**src/rtl/stream_arb_pkg.sv**
```systemverilog
// Shared types, default widths and the round-robin pick function for stream_rr_arbiter.
package stream_arb_pkg;

  localparam int DEF_N_REQ  = 4;
  localparam int DEF_DATA_W = 8;
  localparam int MAX_REQ    = 16;
  localparam int IDX_W      = 4;

  typedef struct packed {
    logic             found;
    logic [IDX_W-1:0] idx;
  } pick_t;

  // First asserted valid at ptr+1, ptr+2, ... modulo n; the lowest offset wins.
  function automatic pick_t rr_pick(input logic [MAX_REQ-1:0] valid,
                                    input logic [IDX_W-1:0]   ptr,
                                    input int                 n);
    pick_t r;
    int    j;
    r.found = 1'b0;
    r.idx   = '0;
    for (int k = MAX_REQ; k >= 1; k--) begin
      if (k <= n) begin
        j = (int'(ptr) + k) % n;
        if (valid[j]) begin
          r.found = 1'b1;
          r.idx   = IDX_W'(j);
        end
      end
    end
    return r;
  endfunction

endpackage

```
**src/rtl/arb_out_slice.sv**
```systemverilog
// One-entry registered valid/ready output slice with synchronous flush.
module arb_out_slice #(
  parameter type BEAT_T = logic
) (
  input  logic  clk,
  input  logic  reset,
  input  logic  flush,
  input  logic  in_valid,
  input  BEAT_T in_beat,
  output logic  slice_ready,
  output logic  out_valid,
  input  logic  out_ready,
  output BEAT_T out_beat
);

  logic  vld_p1;
  BEAT_T beat_p1;

  assign slice_ready = !vld_p1 || out_ready;
  assign out_valid   = vld_p1;
  assign out_beat    = beat_p1;

  // Stage p1: in_valid is only raised when slice_ready, so a load may overlap a drain.
  always_ff @(posedge clk) begin
    if (reset) begin
      vld_p1  <= 1'b0;
      beat_p1 <= '0;
    end else if (flush) begin
      vld_p1  <= 1'b0;
    end else if (in_valid) begin
      vld_p1  <= 1'b1;
      beat_p1 <= in_beat;
    end else if (out_ready) begin
      vld_p1  <= 1'b0;
    end
  end

endmodule

```
**src/rtl/stream_rr_arbiter.sv**
```systemverilog
// Round-robin N_REQ-to-1 valid/ready stream arbiter with a registered output slice.
// Define STREAM_ARB_PKT_LOCK_EN to hold the grant on one requester until its last beat.
module stream_rr_arbiter
  import stream_arb_pkg::*;
#(
  parameter int N_REQ  = DEF_N_REQ,
  parameter int DATA_W = DEF_DATA_W,
  parameter int ID_W   = $clog2(N_REQ)
) (
  input  logic                    clk,
  input  logic                    reset,
  input  logic                    flush_in,
  input  logic [N_REQ-1:0]        req_valid,
  output logic [N_REQ-1:0]        req_ready,
  input  logic [N_REQ*DATA_W-1:0] req_data,
  input  logic [N_REQ-1:0]        req_last,
  output logic                    out_valid,
  input  logic                    out_ready,
  output logic [DATA_W-1:0]       out_data,
  output logic [ID_W-1:0]         out_id,
  output logic                    out_last,
  output logic [N_REQ-1:0]        grant,
  output logic                    locked
);

  typedef struct packed {
    logic [DATA_W-1:0] data;
    logic [ID_W-1:0]   id;
    logic              last;
  } arb_beat_t;

  logic [ID_W-1:0] ptr;
  logic [ID_W-1:0] winner;
  logic            found;
  logic            accept;
  logic            slice_ready;
  pick_t           pick;
  arb_beat_t       in_beat;
  arb_beat_t       out_beat;

`ifdef STREAM_ARB_PKT_LOCK_EN
  logic            locked_q;
  logic [ID_W-1:0] lock_id_q;
`endif

  always_comb begin
    pick   = rr_pick(MAX_REQ'(req_valid), IDX_W'(ptr), N_REQ);
    winner = ID_W'(pick.idx);
    found  = pick.found;
`ifdef STREAM_ARB_PKT_LOCK_EN
    if (locked_q) begin
      winner = lock_id_q;
      found  = req_valid[lock_id_q];
    end
`endif
    accept = found && slice_ready && !flush_in && !reset;
    grant  = '0;
    if (accept) grant[winner] = 1'b1;
  end

  assign req_ready    = grant;
  assign in_beat.data = req_data[int'(winner)*DATA_W +: DATA_W];
  assign in_beat.id   = winner;
  assign in_beat.last = req_last[winner];

  always_ff @(posedge clk) begin
    if (reset) begin
      ptr <= ID_W'(N_REQ - 1);
`ifdef STREAM_ARB_PKT_LOCK_EN
    end else if (accept && req_last[winner]) begin
`else
    end else if (accept) begin
`endif
      ptr <= winner;
    end
  end

`ifdef STREAM_ARB_PKT_LOCK_EN
  // A non-last beat pins arbitration to its source until that source sends last.
  always_ff @(posedge clk) begin
    if (reset || flush_in) begin
      locked_q <= 1'b0;
    end else if (accept) begin
      locked_q <= !req_last[winner];
      if (!req_last[winner]) lock_id_q <= winner;
    end
  end
  assign locked = locked_q;
`else
  assign locked = 1'b0;
`endif

  arb_out_slice #(.BEAT_T(arb_beat_t)) u_slice (
    .clk         (clk),
    .reset       (reset),
    .flush       (flush_in),
    .in_valid    (accept),
    .in_beat     (in_beat),
    .slice_ready (slice_ready),
    .out_valid   (out_valid),
    .out_ready   (out_ready),
    .out_beat    (out_beat)
  );

  assign out_data = out_beat.data;
  assign out_id   = out_beat.id;
  assign out_last = out_beat.last;

endmodule

```
**config.mk**
```make
export PLATFORM = sky130hd
export DESIGN_NAME = stream_rr_arbiter
export DESIGN_NICKNAME = d
export VERILOG_FILES = /design/src/rtl/stream_arb_pkg.sv /design/src/rtl/arb_out_slice.sv /design/src/rtl/stream_rr_arbiter.sv
export SDC_FILE = /design/constraint.sdc
export NUM_CORES = 1
export LEC_CHECK = 0
export CORE_MARGIN = 2
export CORE_UTILIZATION = 32
export DETAILED_ROUTE_END_ITERATION = 12
export HOLD_SLACK_MARGIN = 0.05
export PLACE_DENSITY = 0.75
export SYNTH_ARGS = -nofsm -noshare
export SYNTH_HDL_FRONTEND = slang
export SYNTH_SLANG_ARGS = --single-unit
```
**constraint.sdc**
```tcl
create_clock -name clk -period 2.1 [get_ports clk]
set_input_delay 0.525 -clock clk [delete_from_list [all_inputs] [get_ports clk]]
set_output_delay 0.525 -clock clk [all_outputs]
set_load 0.01 [all_outputs]
```
==> results of run 1 <==
-- placed cells by master, fill, tap and decap left out, types with 2 or more instances in the layout --
cell,count
sky130_fd_sc_hd__nand2_1,2
sky130_fd_sc_hd__mux2i_1,18
sky130_fd_sc_hd__o21ai_0,3
sky130_fd_sc_hd__buf_6,4
sky130_fd_sc_hd__clkbuf_4,3
sky130_fd_sc_hd__clkdlybuf4s50_1,48
sky130_fd_sc_hd__buf_4,27
sky130_fd_sc_hd__o21ai_1,4
sky130_fd_sc_hd__nor3_4,2
sky130_fd_sc_hd__mux2_2,9
sky130_fd_sc_hd__buf_2,9
sky130_fd_sc_hd__dfxtp_2,2
sky130_fd_sc_hd__nand3b_1,10
sky130_fd_sc_hd__o21ai_2,9
sky130_fd_sc_hd__nor2_2,2
sky130_fd_sc_hd__dfxtp_1,12
-- through the flow --
step / cells / setup TNS, ns
after floorplan: 102 / -0.08849
after global placement: 216 / -9.966
after detailed placement: 216 / -10.61
after CTS: 229 / -0.06999
after global routing: 229 / -0.7379
final: 229 / -0.2210
-- power by group --
group / switching (mW) / leakage, nW / internal (mW) / total [mW]
Combinational: 0.190 / 0.661 / 0.283 / 0.473
Clock: 0.0943 / 0.0210 / 0.106 / 0.200
Sequential: 0.0181 / 0.116 / 0.296 / 0.314
Total: 0.303 / 0.798 / 0.685 / 0.987
-- routing by layer --
layer	up-vias	GRT usage, %	wire length, microns
met3	4	1.515	173
met5	-	0	0
met1	513	20.34	1225
li1	534	-	-
met2	40	36.80	1816
met4	0	6.667	40
-- repair_timing --
item | CTS | global route
pin swaps | 8 | 2
setup buffers | 10 | 0
gates resized for setup | 74 | 7
cloned | 0 | 0
endpoints found under the setup margin | 14 | 8
hold endpoints to repair | 0 | 0
-- layout make-up --
type	instances	area, sq um	area share (%)
clock buffer	4	36.28	1.935
inverter	2	10.01	0.5337
multi-input combinational	75	701.9	37.42
sequential	14	282.8	15.08
tap	44	55.05	2.935
timing repair buffer	90	789.5	42.09
-- state kept, by name (all words and copies together) (netlist names) --
signal             cells
u_slice.out_valid      1
u_slice.out_beat      11
ptr                    2
-- kinds of logic after synthesis --
kind of cell / count (synthesis)
compound gates: 22
buf+inv: 13
flops: 14
mux: 27
other cells: 1
simple gates: 25
-- worst max-delay path, delay by kind of cell, from the launching register on --
family                 cells  cell delay (ns)
and+or+nand+nor            2             0.55
DFF                        1             0.34
buffers and inverters      2             0.28
AOI/OAI and AO/OA          1             0.17
-- worst max-delay path by stage --
stage                     slack, ns  depth (start not counted)    startpoint           end
after floorplan               -0.04                          7  req_valid[1]  req_ready[3]
after global placement        -0.88                          7  req_valid[3]  req_ready[2]
after detailed placement      -0.93                          7  req_valid[3]      grant[0]
after CTS                     -0.03                          5        ptr[0]      grant[0]
after global routing          -0.11                          8  req_valid[1]      grant[1]
final                         -0.05                          5        ptr[0]      grant[0]
==> impl_results.html, run 1 <==
<table>
<tr><th>Metric</th><th>Value</th></tr>
<tr><th colspan="2">STA</th></tr>
<tr><td>Number of hold violations in the final report</td><td>0</td></tr>
<tr><td>Unrepaired setup endpoints after global routing</td><td>true</td></tr>
<tr><td>Post-route setup slack</td><td>-0.04765 ns</td></tr>
<tr><td>Tmin final</td><td>2.148 ns</td></tr>
<tr><td>Final hold slack</td><td>~0.44 ns</td></tr>
<tr><td>Setup clock skew after layout</td><td>between 0.002 and 0.0025 ns</td></tr>
<tr><td>Number of slew-limit violations in the final report</td><td>0</td></tr>
<tr><td>Maximum achievable frequency</td><td>0.4656 GHz</td></tr>
<tr><td>Period Utilization, post-route</td><td>102.3%</td></tr>
<tr><td>Endpoints failing setup</td><td>8</td></tr>
<tr><th colspan="2">Pwr</th></tr>
<tr><td>Power density over the cells</td><td>526.4 nW/um^2</td></tr>
<tr><td>Peak supply drop</td><td>0.2354 mV</td></tr>
<tr><td>P_leak</td><td>0.7982 nW</td></tr>
<tr><td>Total power after layout</td><td>0.9872 mW</td></tr>
<tr><th colspan="2">Global routing</th></tr>
<tr><td>Antenna violations before repair</td><td>0</td></tr>
<tr><td>Maximum number of pins on one net before global-route repair</td><td>15</td></tr>
<tr><td>Leftover overflow at the end of global routing</td><td>0</td></tr>
<tr><td>First-pass GRT wire length</td><td>5.071 mm</td></tr>
<tr><td>Global router's overall resource usage</td><td>18.70%</td></tr>
<tr><td>Vias in the first global route</td><td>1143</td></tr>
<tr><th colspan="2">Drt</th></tr>
<tr><td>Remaining antenna violation count after routing</td><td>0</td></tr>
<tr><td>Routed wire length</td><td>~3.3 mm</td></tr>
<tr><td>Via density</td><td>4.764</td></tr>
<tr><td>Detail-routed net length per standard cell</td><td>14.21 microns</td></tr>
<tr><td>Total DRC errors in the routed layout</td><td>0</td></tr>
<tr><td>Detailed-route via count</td><td>1091</td></tr>
<tr><td>Number of DRC markers in iteration 0</td><td>20</td></tr>
<tr><td>Iteration count of the initial detailed-routing pass</td><td>4</td></tr>
<tr><th colspan="2">Worst setup path</th></tr>
<tr><td>Worst setup SP type</td><td>flip-flop</td></tr>
<tr><td>Element type at the critical path end</td><td>primary output</td></tr>
<tr><td>Largest fanout on the critical path</td><td>5</td></tr>
<tr><td>Reg-to-reg startpoint</td><td>ptr[0]</td></tr>
<tr><td>Setup slack on the worst flop-to-flop path</td><td>0.19 ns</td></tr>
<tr><td>Delay of the slowest cell on the worst path</td><td>0.37 ns</td></tr>
<tr><td>Library cell contributing the largest single delay on the critical path</td><td>sky130_fd_sc_hd__or3b_4</td></tr>
<tr><td>Setup Crit Path Kind</td><td>reg2out</td></tr>
<tr><td>Arrival time at the worst endpoint</td><td>1.62 ns</td></tr>
<tr><td>Ordered cell list for the critical path</td><td>buf_6, or3b_4, o221a_4, nor3_4, buf_2</td></tr>
<tr><td>R2r worst-path depth</td><td>8</td></tr>
<tr><td>CP Data Required Time</td><td>1.57 ns</td></tr>
<tr><td>Worst r2r dst</td><td>u_slice.out_beat[3]</td></tr>
<tr><th colspan="2">Hold path</th></tr>
<tr><td>Tightest Hold Check Type</td><td>in2reg</td></tr>
<tr><td>Hold Path Cell Cnt</td><td>2</td></tr>
<tr><td>Hold Startpoint</td><td>flush_in</td></tr>
<tr><td>Worst hold path endpoint</td><td>u_slice.out_valid</td></tr>
<tr><th colspan="2">Yosys</th></tr>
<tr><td>Number of synthesis warnings</td><td>0</td></tr>
<tr><td>Number of synthesized flops with an enable pin</td><td>0</td></tr>
<tr><td>Post-synthesis register bit count</td><td>14</td></tr>
<tr><td>Per-instance average area after synthesis</td><td>between 9 and 10 sq um</td></tr>
<tr><td>Compound-Gate Fraction of Synth Area</td><td>around 18%</td></tr>
<tr><td>Dominant cells by area after synthesis</td><td>sky130_fd_sc_hd__dfxtp_1, sky130_fd_sc_hd__mux2i_1, sky130_fd_sc_hd__mux2_2, sky130_fd_sc_hd__o21ai_2, sky130_fd_sc_hd__nand3b_1</td></tr>
<tr><td>Combinational family with the most area after synthesis</td><td>multiplexers</td></tr>
<tr><td>Prevailing post-synth register cell</td><td>sky130_fd_sc_hd__dfxtp_1</td></tr>
<tr><td>Netlist area before placement</td><td>1007 sq um</td></tr>
<tr><td>Top cell types by occurrence after synthesis</td><td>sky130_fd_sc_hd__mux2i_1, sky130_fd_sc_hd__dfxtp_1, sky130_fd_sc_hd__nand3b_1</td></tr>
<tr><td>Post-synthesis share of cell area spent on and, or, nand and nor gates</td><td>15.28%</td></tr>
<tr><td>Parity-gate share of the synthesized area counting xor and xnor cells</td><td>0%</td></tr>
<tr><td>Fraction of the yosys area taken by sequential cells</td><td>27.83%</td></tr>
<tr><td>Net count after synthesis</td><td>146</td></tr>
<tr><td>Share of synthesized flip-flops with an asynchronous set or reset</td><td>0%</td></tr>
<tr><td>Synthesized-area fraction occupied by adder cells</td><td>0%</td></tr>
<tr><td>Number of distinct library cell variants in the gate-level netlist after synthesis</td><td>28</td></tr>
<tr><td>Cell taking the most area after synthesis</td><td>sky130_fd_sc_hd__dfxtp_1</td></tr>
<tr><td>Dominant cell by count in the synthesized netlist</td><td>sky130_fd_sc_hd__mux2i_1</td></tr>
<tr><td>Multiplexer area fraction after synthesis</td><td>27.95%</td></tr>
<tr><td>Portion of synthesized cell area occupied by the leading cell type</td><td>27.83%</td></tr>
<tr><td>Post-Synthesis Cells</td><td>102</td></tr>
<tr><th colspan="2">Outcome</th></tr>
<tr><td>Outcome</td><td>complete, but fails checks</td></tr>
<tr><td>Failing checks</td><td>negative setup slack</td></tr>
<tr><th colspan="2">Finish</th></tr>
<tr><td>Share of post-route cells with drive strength above 1</td><td>43.24%</td></tr>
<tr><td>Fill cell instance count of the final layout</td><td>259</td></tr>
<tr><td>Final non-filler cell area</td><td>approximately 1900 sq um</td></tr>
<tr><td>Post-layout nets</td><td>230</td></tr>
<tr><td>Final Util</td><td>61.94%</td></tr>
<tr><td>Antenna diode count</td><td>0</td></tr>
<tr><td>Area overhead of the layout relative to synthesis</td><td>86.21%</td></tr>
<tr><th colspan="2">Job</th></tr>
<tr><td># Max-Cap Violations</td><td>0</td></tr>
<tr><th colspan="2">Placement</th></tr>
<tr><td>Setup Slack @ Placement</td><td>-0.9318 ns</td></tr>
<tr><td>Total half-perimeter wirelength after legalization and detailed placement</td><td>about 2.4 mm</td></tr>
<tr><td>Final Wtd Congestion</td><td>approximately 0.76</td></tr>
<tr><td>Total of buffers placed on input and output ports</td><td>63</td></tr>
<tr><td>Post-DP Area</td><td>1757 sq um</td></tr>
<tr><th colspan="2">Die</th></tr>
<tr><td>Number of top-level pins</td><td>65</td></tr>
<tr><td>CORE AREA</td><td>3028 sq um</td></tr>
<tr><td>Initial standard-cell utilization of the core</td><td>around 33%</td></tr>
<tr><td>Die Footprint</td><td>3613 sq um</td></tr>
<tr><td>Die W</td><td>60.11 microns</td></tr>
<tr><td>Die height</td><td>approximately 60 microns</td></tr>
<tr><td>Standard-cell rows</td><td>20</td></tr>
<tr><th colspan="2">Clock network</th></tr>
<tr><td>Number of buffers inserted for hold repair after clock tree synthesis</td><td>0</td></tr>
<tr><td>Clock Tree Buf Depth</td><td>2</td></tr>
<tr><td>Clock root buffer</td><td>sky130_fd_sc_hd__clkbuf_4</td></tr>
<tr><td>CTS Buf Count</td><td>3</td></tr>
<tr><td>Register clock-pin slew on the reported worst setup and hold paths</td><td>0.09 ns</td></tr>
<tr><td>TritonCTS clock tree</td><td>yes</td></tr>
<tr><td>Number of H-tree levels</td><td>1</td></tr>
<tr><td>Number of sinks driven by the clock tree</td><td>14</td></tr>
<tr><td>Clock network latency to the later pin of the worst-skew pair</td><td>0.28 ns</td></tr>
</table>
(Power assumes the default switching activity.)
==> inputs of run 2 (changes only) <==
--- a/config.mk
+++ b/config.mk
@@ -5,6 +5,7 @@
 export SDC_FILE = /design/constraint.sdc
 export NUM_CORES = 1
 export LEC_CHECK = 0
+export CORE_ASPECT_RATIO = 1.1
 export CORE_MARGIN = 2
 export CORE_UTILIZATION = 32
 export DETAILED_ROUTE_END_ITERATION = 12
==> impl_results.html, run 2 (synthesis gave the netlist of run 1 again) <==
<table>
<tr><th>Metric</th><th>Value</th></tr>
<tr><th colspan="2">Worst setup path</th></tr>
<tr><td>Largest fanout on the critical path</td><td>4 (-1)</td></tr>
<tr><td>CP Data Required Time</td><td>1.57 ns (about the same)</td></tr>
<tr><td>Element type at the critical path end</td><td>primary output</td></tr>
<tr><td>Worst setup SP type</td><td>flip-flop</td></tr>
<tr><td>Delay of the slowest cell on the worst path</td><td>0.39 ns (+0.02 ns)</td></tr>
<tr><td>Setup Crit Path Kind</td><td>reg2out</td></tr>
<tr><td>Ordered cell list for the critical path</td><td>buf_6, or3b_1, o221a_4, nand2_4, nor2_1, clkdlybuf4s15_2</td></tr>
<tr><td>Library cell contributing the largest single delay on the critical path</td><td>sky130_fd_sc_hd__or3b_1</td></tr>
<tr><td>Arrival time at the worst endpoint</td><td>1.68 ns (+0.06 ns)</td></tr>
<tr><th colspan="2">STA</th></tr>
<tr><td>Tmin final</td><td>2.201 ns (+0.05370 ns)</td></tr>
<tr><td>Post-route setup slack</td><td>-0.1014 ns (-0.05370 ns)</td></tr>
<tr><td>Setup clock skew after layout</td><td>0.005722 ns (+0.003273 ns)</td></tr>
<tr><td>Endpoints failing setup</td><td>6 (-2)</td></tr>
<tr><td>Sum of negative setup slack</td><td>-0.5592 ns (-0.3382 ns)</td></tr>
<tr><td>Maximum achievable frequency</td><td>0.4543 GHz (-2.4%)</td></tr>
<tr><td>Number of hold violations in the final report</td><td>0 (unchanged)</td></tr>
<tr><td>Number of slew-limit violations in the final report</td><td>0 (unchanged)</td></tr>
<tr><td>Unrepaired setup endpoints after global routing</td><td>true</td></tr>
<tr><td>Period Utilization, post-route</td><td>104.8% (+2.6 points)</td></tr>
<tr><th colspan="2">Die</th></tr>
<tr><td>Die Footprint</td><td>3613 sq um (about the same)</td></tr>
<tr><td>Standard-cell rows</td><td>21 (+5.0%)</td></tr>
<tr><td>Die W</td><td>57.49 microns (-4.4%)</td></tr>
<tr><td>CORE AREA</td><td>3022 sq um (-0.21%)</td></tr>
<tr><td>Initial standard-cell utilization of the core</td><td>33.33% (+0.069 points)</td></tr>
<tr><td>Die height</td><td>62.84 microns (+4.6%)</td></tr>
<tr><td>Number of top-level pins</td><td>65 (unchanged)</td></tr>
<tr><th colspan="2">Global routing</th></tr>
<tr><td>Vias in the first global route</td><td>1157 (+1.2%)</td></tr>
<tr><td>Leftover overflow at the end of global routing</td><td>0 (unchanged)</td></tr>
<tr><td>First-pass GRT wire length</td><td>5.168 mm (+1.9%)</td></tr>
<tr><td>Maximum number of pins on one net before global-route repair</td><td>25 (+10)</td></tr>
<tr><td>Global router's overall resource usage</td><td>18.16% (-0.54 points)</td></tr>
<tr><td>Antenna violations before repair</td><td>0 (unchanged)</td></tr>
<tr><th colspan="2">Finish</th></tr>
<tr><td>Fill cell instance count of the final layout</td><td>271 (+4.6%)</td></tr>
<tr><td>Share of post-route cells with drive strength above 1</td><td>39.25% (-4.0 points)</td></tr>
<tr><td>Flip-flop count of the largest register, all copies and words added</td><td>11 (unchanged)</td></tr>
<tr><td>Antenna diode count</td><td>0 (unchanged)</td></tr>
<tr><td>Post-layout nets</td><td>231 (+0.43%)</td></tr>
<tr><td>Final Util</td><td>61.61% (-0.33 points)</td></tr>
<tr><td>Area overhead of the layout relative to synthesis</td><td>84.85%</td></tr>
<tr><td>Highest-count cells in the layout ignoring fill and taps</td><td>sky130_fd_sc_hd__clkdlybuf4s50_1, sky130_fd_sc_hd__buf_4, sky130_fd_sc_hd__mux2i_1, sky130_fd_sc_hd__dfxtp_1, sky130_fd_sc_hd__o21ai_2</td></tr>
<tr><td>Non-filler cells, final</td><td>220 (-3.9%)</td></tr>
<tr><td>Commonest non-fill, non-tap cell in the layout</td><td>sky130_fd_sc_hd__clkdlybuf4s50_1</td></tr>
<tr><td>Final non-filler cell area</td><td>1862 sq um (-0.73%)</td></tr>
<tr><th colspan="2">Job</th></tr>
<tr><td># Max-Cap Violations</td><td>0 (unchanged)</td></tr>
<tr><th colspan="2">Drt</th></tr>
<tr><td>Routed wire length</td><td>3.103 mm (-4.7%)</td></tr>
<tr><td>Via density</td><td>4.918 (+3.2%)</td></tr>
<tr><td>Detail-routed net length per standard cell</td><td>14.10 microns (-0.77%)</td></tr>
<tr><td>Total DRC errors in the routed layout</td><td>0 (unchanged)</td></tr>
<tr><td>Iteration count of the initial detailed-routing pass</td><td>4 (unchanged)</td></tr>
<tr><td>Remaining antenna violation count after routing</td><td>0 (unchanged)</td></tr>
<tr><td>Detailed-route via count</td><td>1082 (-0.82%)</td></tr>
<tr><td>Number of DRC markers in iteration 0</td><td>31 (+55%)</td></tr>
<tr><th colspan="2">Pwr</th></tr>
<tr><td>Total power after layout</td><td>0.9616 mW (-2.6%)</td></tr>
<tr><td>Power density over the cells</td><td>516.5 nW/um^2 (-1.9%)</td></tr>
<tr><td>Peak supply drop</td><td>0.2608 mV (+11%)</td></tr>
<tr><td>P_leak</td><td>0.7995 nW (+0.17%)</td></tr>
<tr><th colspan="2">Clock network</th></tr>
<tr><td>Clock root buffer</td><td>sky130_fd_sc_hd__clkbuf_4</td></tr>
<tr><td>Clock network latency to the later pin of the worst-skew pair</td><td>0.29 ns (about the same)</td></tr>
<tr><td>TritonCTS clock tree</td><td>yes</td></tr>
<tr><td>Number of sinks driven by the clock tree</td><td>14 (unchanged)</td></tr>
<tr><td>Clock Tree Buf Depth</td><td>2 (unchanged)</td></tr>
<tr><td>Register clock-pin slew on the reported worst setup and hold paths</td><td>0.09 ns (about the same)</td></tr>
<tr><td>CTS Buf Count</td><td>3 (unchanged)</td></tr>
<tr><td>Number of H-tree levels</td><td>1 (unchanged)</td></tr>
<tr><th colspan="2">Outcome</th></tr>
<tr><td>Outcome</td><td>complete, but fails checks</td></tr>
<tr><td>Failing checks</td><td>negative setup slack</td></tr>
<tr><th colspan="2">Placement</th></tr>
<tr><td>Total half-perimeter wirelength after legalization and detailed placement</td><td>2.179 mm (-9.9%)</td></tr>
<tr><td>Number of instances in the placed design</td><td>203 (-6.0%)</td></tr>
<tr><td>Post-DP Area</td><td>1722 sq um (-2.0%)</td></tr>
<tr><td>Total of buffers placed on input and output ports</td><td>63 (unchanged)</td></tr>
<tr><td>Final Wtd Congestion</td><td>0.7519 (-1.5%)</td></tr>
<tr><th colspan="2">Hold path</th></tr>
<tr><td>Tightest Hold Check Type</td><td>reg2reg</td></tr>
</table>
[run 2: stage by stage]
| stage | worst slack, ns | hold WS (ns) |
|---|---|---|
| 2_1_floorplan | -0.04110 | 0.4805 |
| 3_3_place_gp | -0.8469 | 0.4464 |
| 3_5_place_dp | -0.9076 | 0.4509 |
| 4_1_cts | -0.1020 | 0.4637 |
| 5_1_grt | -0.2562 | 0.4923 |
| 6_report | -0.1014 | 0.4612 |
[run 2: where the power goes]
| part | leakage [nW] | switching [mW] | total (mW) | internal (mW) |
|---|---|---|---|---|
| clock | 0.0210 | 0.0952 | 0.201 | 0.106 |
| combinational | 0.663 | 0.176 | 0.446 | 0.270 |
| sequential | 0.116 | 0.0186 | 0.315 | 0.296 |
| total | 0.800 | 0.290 | 0.962 | 0.672 |
[run 2: area by class of cell]
class | instances | area, sq um | share of cell area, %
repair buffers | 91 | 809.5 | 43.48
inverters | 2 | 7.507 | 0.4032
clock buffers | 4 | 36.28 | 1.949
well taps | 34 | 42.54 | 2.285
multi-input cells | 75 | 684.4 | 36.76
flip-flops and latches | 14 | 281.5 | 15.12
[run 2: timing repair]
action                     4_1_cts  5_1_grt
buffers inserted                13        0
setup endpoints to repair       17        9
hold buffers                     0        0
cloned                           0        0
pin swaps                        7        2
gates resized for setup         59        4
[run 2: final timing paths]
check	startpoint	end	depth (start not counted)	slack, ns
worst min-delay path	u_slice.out_beat[2]	u_slice.out_beat[2]	2	0.46
worst max register to register	ptr[0]	u_slice.out_beat[8]	7	0.22
worst min register to register	u_slice.out_beat[2]	u_slice.out_beat[2]	2	0.46
worst max-delay path	ptr[0]	grant[3]	6	-0.10
[run 2: worst max-delay path, delay by kind of cell, from the launching register on]
| kind | cells | cell delay [ns] |
|---|---|---|
| buffers and inverters | 2 | 0.33 |
| DFF | 1 | 0.34 |
| and+or+nand+nor | 3 | 0.53 |
| AOI/OAI and AO/OA | 1 | 0.18 |
[run 2: per-layer routing]
| layer | vias to the layer above | track usage, % | part of all wire (%) |
|---|---|---|---|
| met1 | 494 | 19.10 | 37 |
| met5 | - | 0 | 0 |
| met2 | 40 | 33.52 | 53 |
| met4 | 0 | 9.593 | 2.9 |
| met3 | 10 | 2.692 | 6.7 |
| li1 | 538 | - | - |
==> inputs of run 3 (changes only) <==
--- a/config.mk
+++ b/config.mk
@@ -6,11 +6,10 @@
 export NUM_CORES = 1
 export LEC_CHECK = 0
 export CORE_ASPECT_RATIO = 1.1
-export CORE_MARGIN = 2
 export CORE_UTILIZATION = 32
 export DETAILED_ROUTE_END_ITERATION = 12
 export HOLD_SLACK_MARGIN = 0.05
-export PLACE_DENSITY = 0.75
+export PLACE_DENSITY = 0.72
 export SYNTH_ARGS = -nofsm -noshare
 export SYNTH_HDL_FRONTEND = slang
 export SYNTH_SLANG_ARGS = --single-unit
==> impl_results.html, run 3 (synthesis gave the netlist of run 1 again) <==
<table>
<tr><th>Metric</th><th>Value</th></tr>
<tr><th colspan="2">Outcome</th></tr>
<tr><td>Outcome</td><td>complete, but fails checks</td></tr>
<tr><td>Failing checks</td><td>negative setup slack</td></tr>
<tr><th colspan="2">STA</th></tr>
<tr><td>Sum of negative setup slack</td><td>-0.3626 ns (+0.1966 ns)</td></tr>
<tr><td>Number of hold violations in the final report</td><td>0 (unchanged)</td></tr>
<tr><td>Number of slew-limit violations in the final report</td><td>0 (unchanged)</td></tr>
<tr><td>Period Utilization, post-route</td><td>104.2% (-0.59 points)</td></tr>
<tr><td>Setup clock skew after layout</td><td>0.003754 ns (-0.001968 ns)</td></tr>
<tr><td>Endpoints failing setup</td><td>8 (+2)</td></tr>
<tr><td>Unrepaired setup endpoints after global routing</td><td>true</td></tr>
<tr><td>Post-route setup slack</td><td>-0.08892 ns (+0.01243 ns)</td></tr>
<tr><td>Maximum achievable frequency</td><td>0.4568 GHz (+0.57%)</td></tr>
<tr><td>Tmin final</td><td>2.189 ns (-0.01243 ns)</td></tr>
<tr><th colspan="2">Worst setup path</th></tr>
<tr><td>CP Data Required Time</td><td>1.57 ns (about the same)</td></tr>
<tr><td>Delay of the slowest cell on the worst path</td><td>0.36 ns (-0.03 ns)</td></tr>
<tr><td>Dominant delay contributor by cell family on the critical path</td><td>simple AND/OR/NAND/NOR gates</td></tr>
<tr><td>Cell depth of the worst setup path</td><td>6 (unchanged)</td></tr>
<tr><td>Largest fanout on the critical path</td><td>3 (-1)</td></tr>
<tr><td>Reg-to-reg startpoint</td><td>ptr[0]</td></tr>
<tr><td>Arrival time at the worst endpoint</td><td>1.66 ns (-0.02 ns)</td></tr>
<tr><td>Cell type with the highest occurrence count on the critical path</td><td>sky130_fd_sc_hd__buf_6</td></tr>
<tr><td>Worst r2r dst</td><td>u_slice.out_beat[8]</td></tr>
<tr><td>Element type at the critical path end</td><td>primary output</td></tr>
<tr><td>Setup Crit Path Kind</td><td>reg2out</td></tr>
<tr><td>Setup slack on the worst flop-to-flop path</td><td>0.20 ns (-0.02 ns)</td></tr>
<tr><td>Worst setup SP type</td><td>flip-flop</td></tr>
<tr><td>R2r worst-path depth</td><td>8 (+1)</td></tr>
<tr><td>Crit. Startpoint</td><td>ptr[0]</td></tr>
<tr><td>Library cell contributing the largest single delay on the critical path</td><td>sky130_fd_sc_hd__or3b_1</td></tr>
<tr><td>Worst setup path endpoint</td><td>grant[1]</td></tr>
<tr><td>Bufs and invs on worst path</td><td>3 (+1)</td></tr>
<tr><td>Ordered cell list for the critical path</td><td>buf_6, or3b_1, o221a_4, buf_6, nor3_4, buf_2</td></tr>
<tr><th colspan="2">Clock network</th></tr>
<tr><td>Clock network latency to the later pin of the worst-skew pair</td><td>0.28 ns (about the same)</td></tr>
<tr><td>Number of sinks driven by the clock tree</td><td>14 (unchanged)</td></tr>
<tr><td>TritonCTS clock tree</td><td>yes</td></tr>
<tr><td>Clock root buffer</td><td>sky130_fd_sc_hd__clkbuf_4</td></tr>
<tr><td>Number of H-tree levels</td><td>1 (unchanged)</td></tr>
<tr><td>Clock Tree Buf Depth</td><td>2 (unchanged)</td></tr>
<tr><td>Register clock-pin slew on the reported worst setup and hold paths</td><td>0.08 ns (about the same)</td></tr>
<tr><td>CTS Buf Count</td><td>3 (unchanged)</td></tr>
<tr><td>Number of buffers inserted for hold repair after clock tree synthesis</td><td>0 (unchanged)</td></tr>
<tr><th colspan="2">Placement</th></tr>
<tr><td>Total of buffers placed on input and output ports</td><td>63 (unchanged)</td></tr>
<tr><td>Setup Slack @ Placement</td><td>-0.9036 ns (+0.003993 ns)</td></tr>
<tr><td>Final Wtd Congestion</td><td>0.7688 (+2.2%)</td></tr>
<tr><td>Total half-perimeter wirelength after legalization and detailed placement</td><td>2.424 mm (+11%)</td></tr>
<tr><th colspan="2">Pwr</th></tr>
<tr><td>Peak supply drop</td><td>0.3273 mV (+25%)</td></tr>
<tr><td>Power density over the cells</td><td>505.9 nW/um^2 (-2.0%)</td></tr>
<tr><td>Total power after layout</td><td>0.9374 mW (-2.5%)</td></tr>
<tr><td>P_leak</td><td>0.7834 nW (-2.0%)</td></tr>
<tr><th colspan="2">Die</th></tr>
<tr><td>CORE AREA</td><td>3022 sq um (unchanged)</td></tr>
<tr><td>Number of top-level pins</td><td>65 (unchanged)</td></tr>
<tr><td>Die Footprint</td><td>3376 sq um (-6.6%)</td></tr>
<tr><td>Standard-cell rows</td><td>21 (unchanged)</td></tr>
<tr><td>Die W</td><td>55.49 microns (-3.5%)</td></tr>
<tr><td>Die height</td><td>60.84 microns (-3.2%)</td></tr>
<tr><td>Initial standard-cell utilization of the core</td><td>33.33% (unchanged)</td></tr>
<tr><th colspan="2">Global routing</th></tr>
<tr><td>Global router's overall resource usage</td><td>19.26% (+1.1 points)</td></tr>
<tr><td>Vias in the first global route</td><td>1077 (-6.9%)</td></tr>
<tr><td>Maximum number of pins on one net before global-route repair</td><td>19 (-24%)</td></tr>
<tr><td>Antenna violations before repair</td><td>0 (unchanged)</td></tr>
<tr><td>First-pass GRT wire length</td><td>5.071 mm (-1.9%)</td></tr>
<tr><td>Leftover overflow at the end of global routing</td><td>0 (unchanged)</td></tr>
<tr><th colspan="2">Finish</th></tr>
<tr><td>Register Area</td><td>281.5 sq um (unchanged)</td></tr>
<tr><td>Share of post-route cells with drive strength above 1</td><td>38.80% (-0.45 points)</td></tr>
<tr><td>Highest-count cells in the layout ignoring fill and taps</td><td>sky130_fd_sc_hd__clkdlybuf4s50_1, sky130_fd_sc_hd__buf_4, sky130_fd_sc_hd__mux2i_1, sky130_fd_sc_hd__dfxtp_1</td></tr>
<tr><td>Combined area of the multi-input logic cells</td><td>694.4 sq um (+1.5%)</td></tr>
<tr><td>Commonest non-fill, non-tap cell in the layout</td><td>sky130_fd_sc_hd__clkdlybuf4s50_1</td></tr>
<tr><td>Post-layout nets</td><td>229 (-0.87%)</td></tr>
<tr><td>Area overhead of the layout relative to synthesis</td><td>83.98%</td></tr>
<tr><td>Fill cell instance count of the final layout</td><td>274 (+1.1%)</td></tr>
<tr><td>Antenna diode count</td><td>0 (unchanged)</td></tr>
<tr><td>Flip-flop count of the largest register, all copies and words added</td><td>11 (unchanged)</td></tr>
<tr><th colspan="2">Drt</th></tr>
<tr><td>Remaining antenna violation count after routing</td><td>0 (unchanged)</td></tr>
<tr><td>Via density</td><td>4.935 (+0.35%)</td></tr>
<tr><td>Total DRC errors in the routed layout</td><td>0 (unchanged)</td></tr>
<tr><td>Routed wire length</td><td>3.163 mm (+1.9%)</td></tr>
<tr><td>Detailed-route via count</td><td>1071 (-1.0%)</td></tr>
<tr><td>Detail-routed net length per standard cell</td><td>14.58 microns (+3.3%)</td></tr>
<tr><td>Number of DRC markers in iteration 0</td><td>31 (unchanged)</td></tr>
<tr><td>Iteration count of the initial detailed-routing pass</td><td>4 (unchanged)</td></tr>
<tr><th colspan="2">Hold path</th></tr>
<tr><td>Tightest Hold Check Type</td><td>reg2reg</td></tr>
<tr><th colspan="2">Job</th></tr>
<tr><td># Max-Cap Violations</td><td>0 (unchanged)</td></tr>
</table>
[run 3: cell count changes in the layout (fill, tap and decap cells not counted), sizes merged]
| cell | previous run | this run |
|---|---|---|
| buf | 37 | 36 |
| dlygate4sd2 | 3 | 1 |
[run 3: worst min path at each step]
stage	from	endpoint	slack, ns	depth (start not counted)
floorplan	u_slice.out_beat[2]	u_slice.out_beat[2]	0.48	2
global placement	u_slice.out_beat[2]	u_slice.out_beat[2]	0.45	2
detailed placement	u_slice.out_beat[2]	u_slice.out_beat[2]	0.45	2
CTS	u_slice.out_beat[2]	u_slice.out_beat[2]	0.46	2
global route	u_slice.out_beat[2]	u_slice.out_beat[2]	0.48	2
finish	u_slice.out_beat[2]	u_slice.out_beat[2]	0.46	2
[run 3: layout make-up]
class	count	area share, %
Tap cell	34	2.296
Sequential cell	14	15.19
Inverter	2	0.4051
Timing Repair Buffer	89	43.42
Multi-Input combinational cell	75	37.47
Clock buffer	3	1.215
[run 3: worst reg2reg max path: cells and delay by family, from the launching register on]
| family | cells | cell delay [ns] |
|---|---|---|
| DFF | 1 | 0.34 |
| and+or+nand+nor | 1 | 0.36 |
| AOI/OAI and AO/OA | 2 | 0.25 |
| muxes | 2 | 0.44 |
| buffers and inverters | 3 | 0.46 |
[run 3: through the flow]
stage / utilization [%] / std cells / cell area (sq um) / hold WS, ns
after floorplan: - / 102 / 1042 / 0.4805
after global placement: 57.97 / 207 / 1752 / 0.4481
after detailed placement: 57.97 / 207 / 1752 / 0.4479
after CTS: 61.61 / 217 / 1862 / 0.4594
after global routing: 61.33 / 217 / 1853 / 0.4777
final: 61.33 / 217 / 1853 / 0.4575
[run 3: layer usage]
metal  part of all wire [%]  up-vias  wire, microns  track usage (%)
li1                       -      528              -                -
met2                     56       35           1785            38.55
met3                    3.9        5            124            1.279
met1                     38      503           1202            21.29
met4                    1.6        0             51            8.571
met5                      0        -              0                0
[run 3: power breakdown]
group	internal (mW)	switching (mW)	leakage, nW
sequential	0.296	0.0198	0.116
clock	0.0667	0.0876	0.0138
combinational	0.280	0.187	0.654
[run 3: timing repair]
| action | in CTS | in global routing |
|---|---|---|
| setup buffers | 10 | 3 |
| pin swaps | 7 | 7 |
| endpoints found under the setup margin | 17 | 8 |
| resized for setup | 70 | 3 |
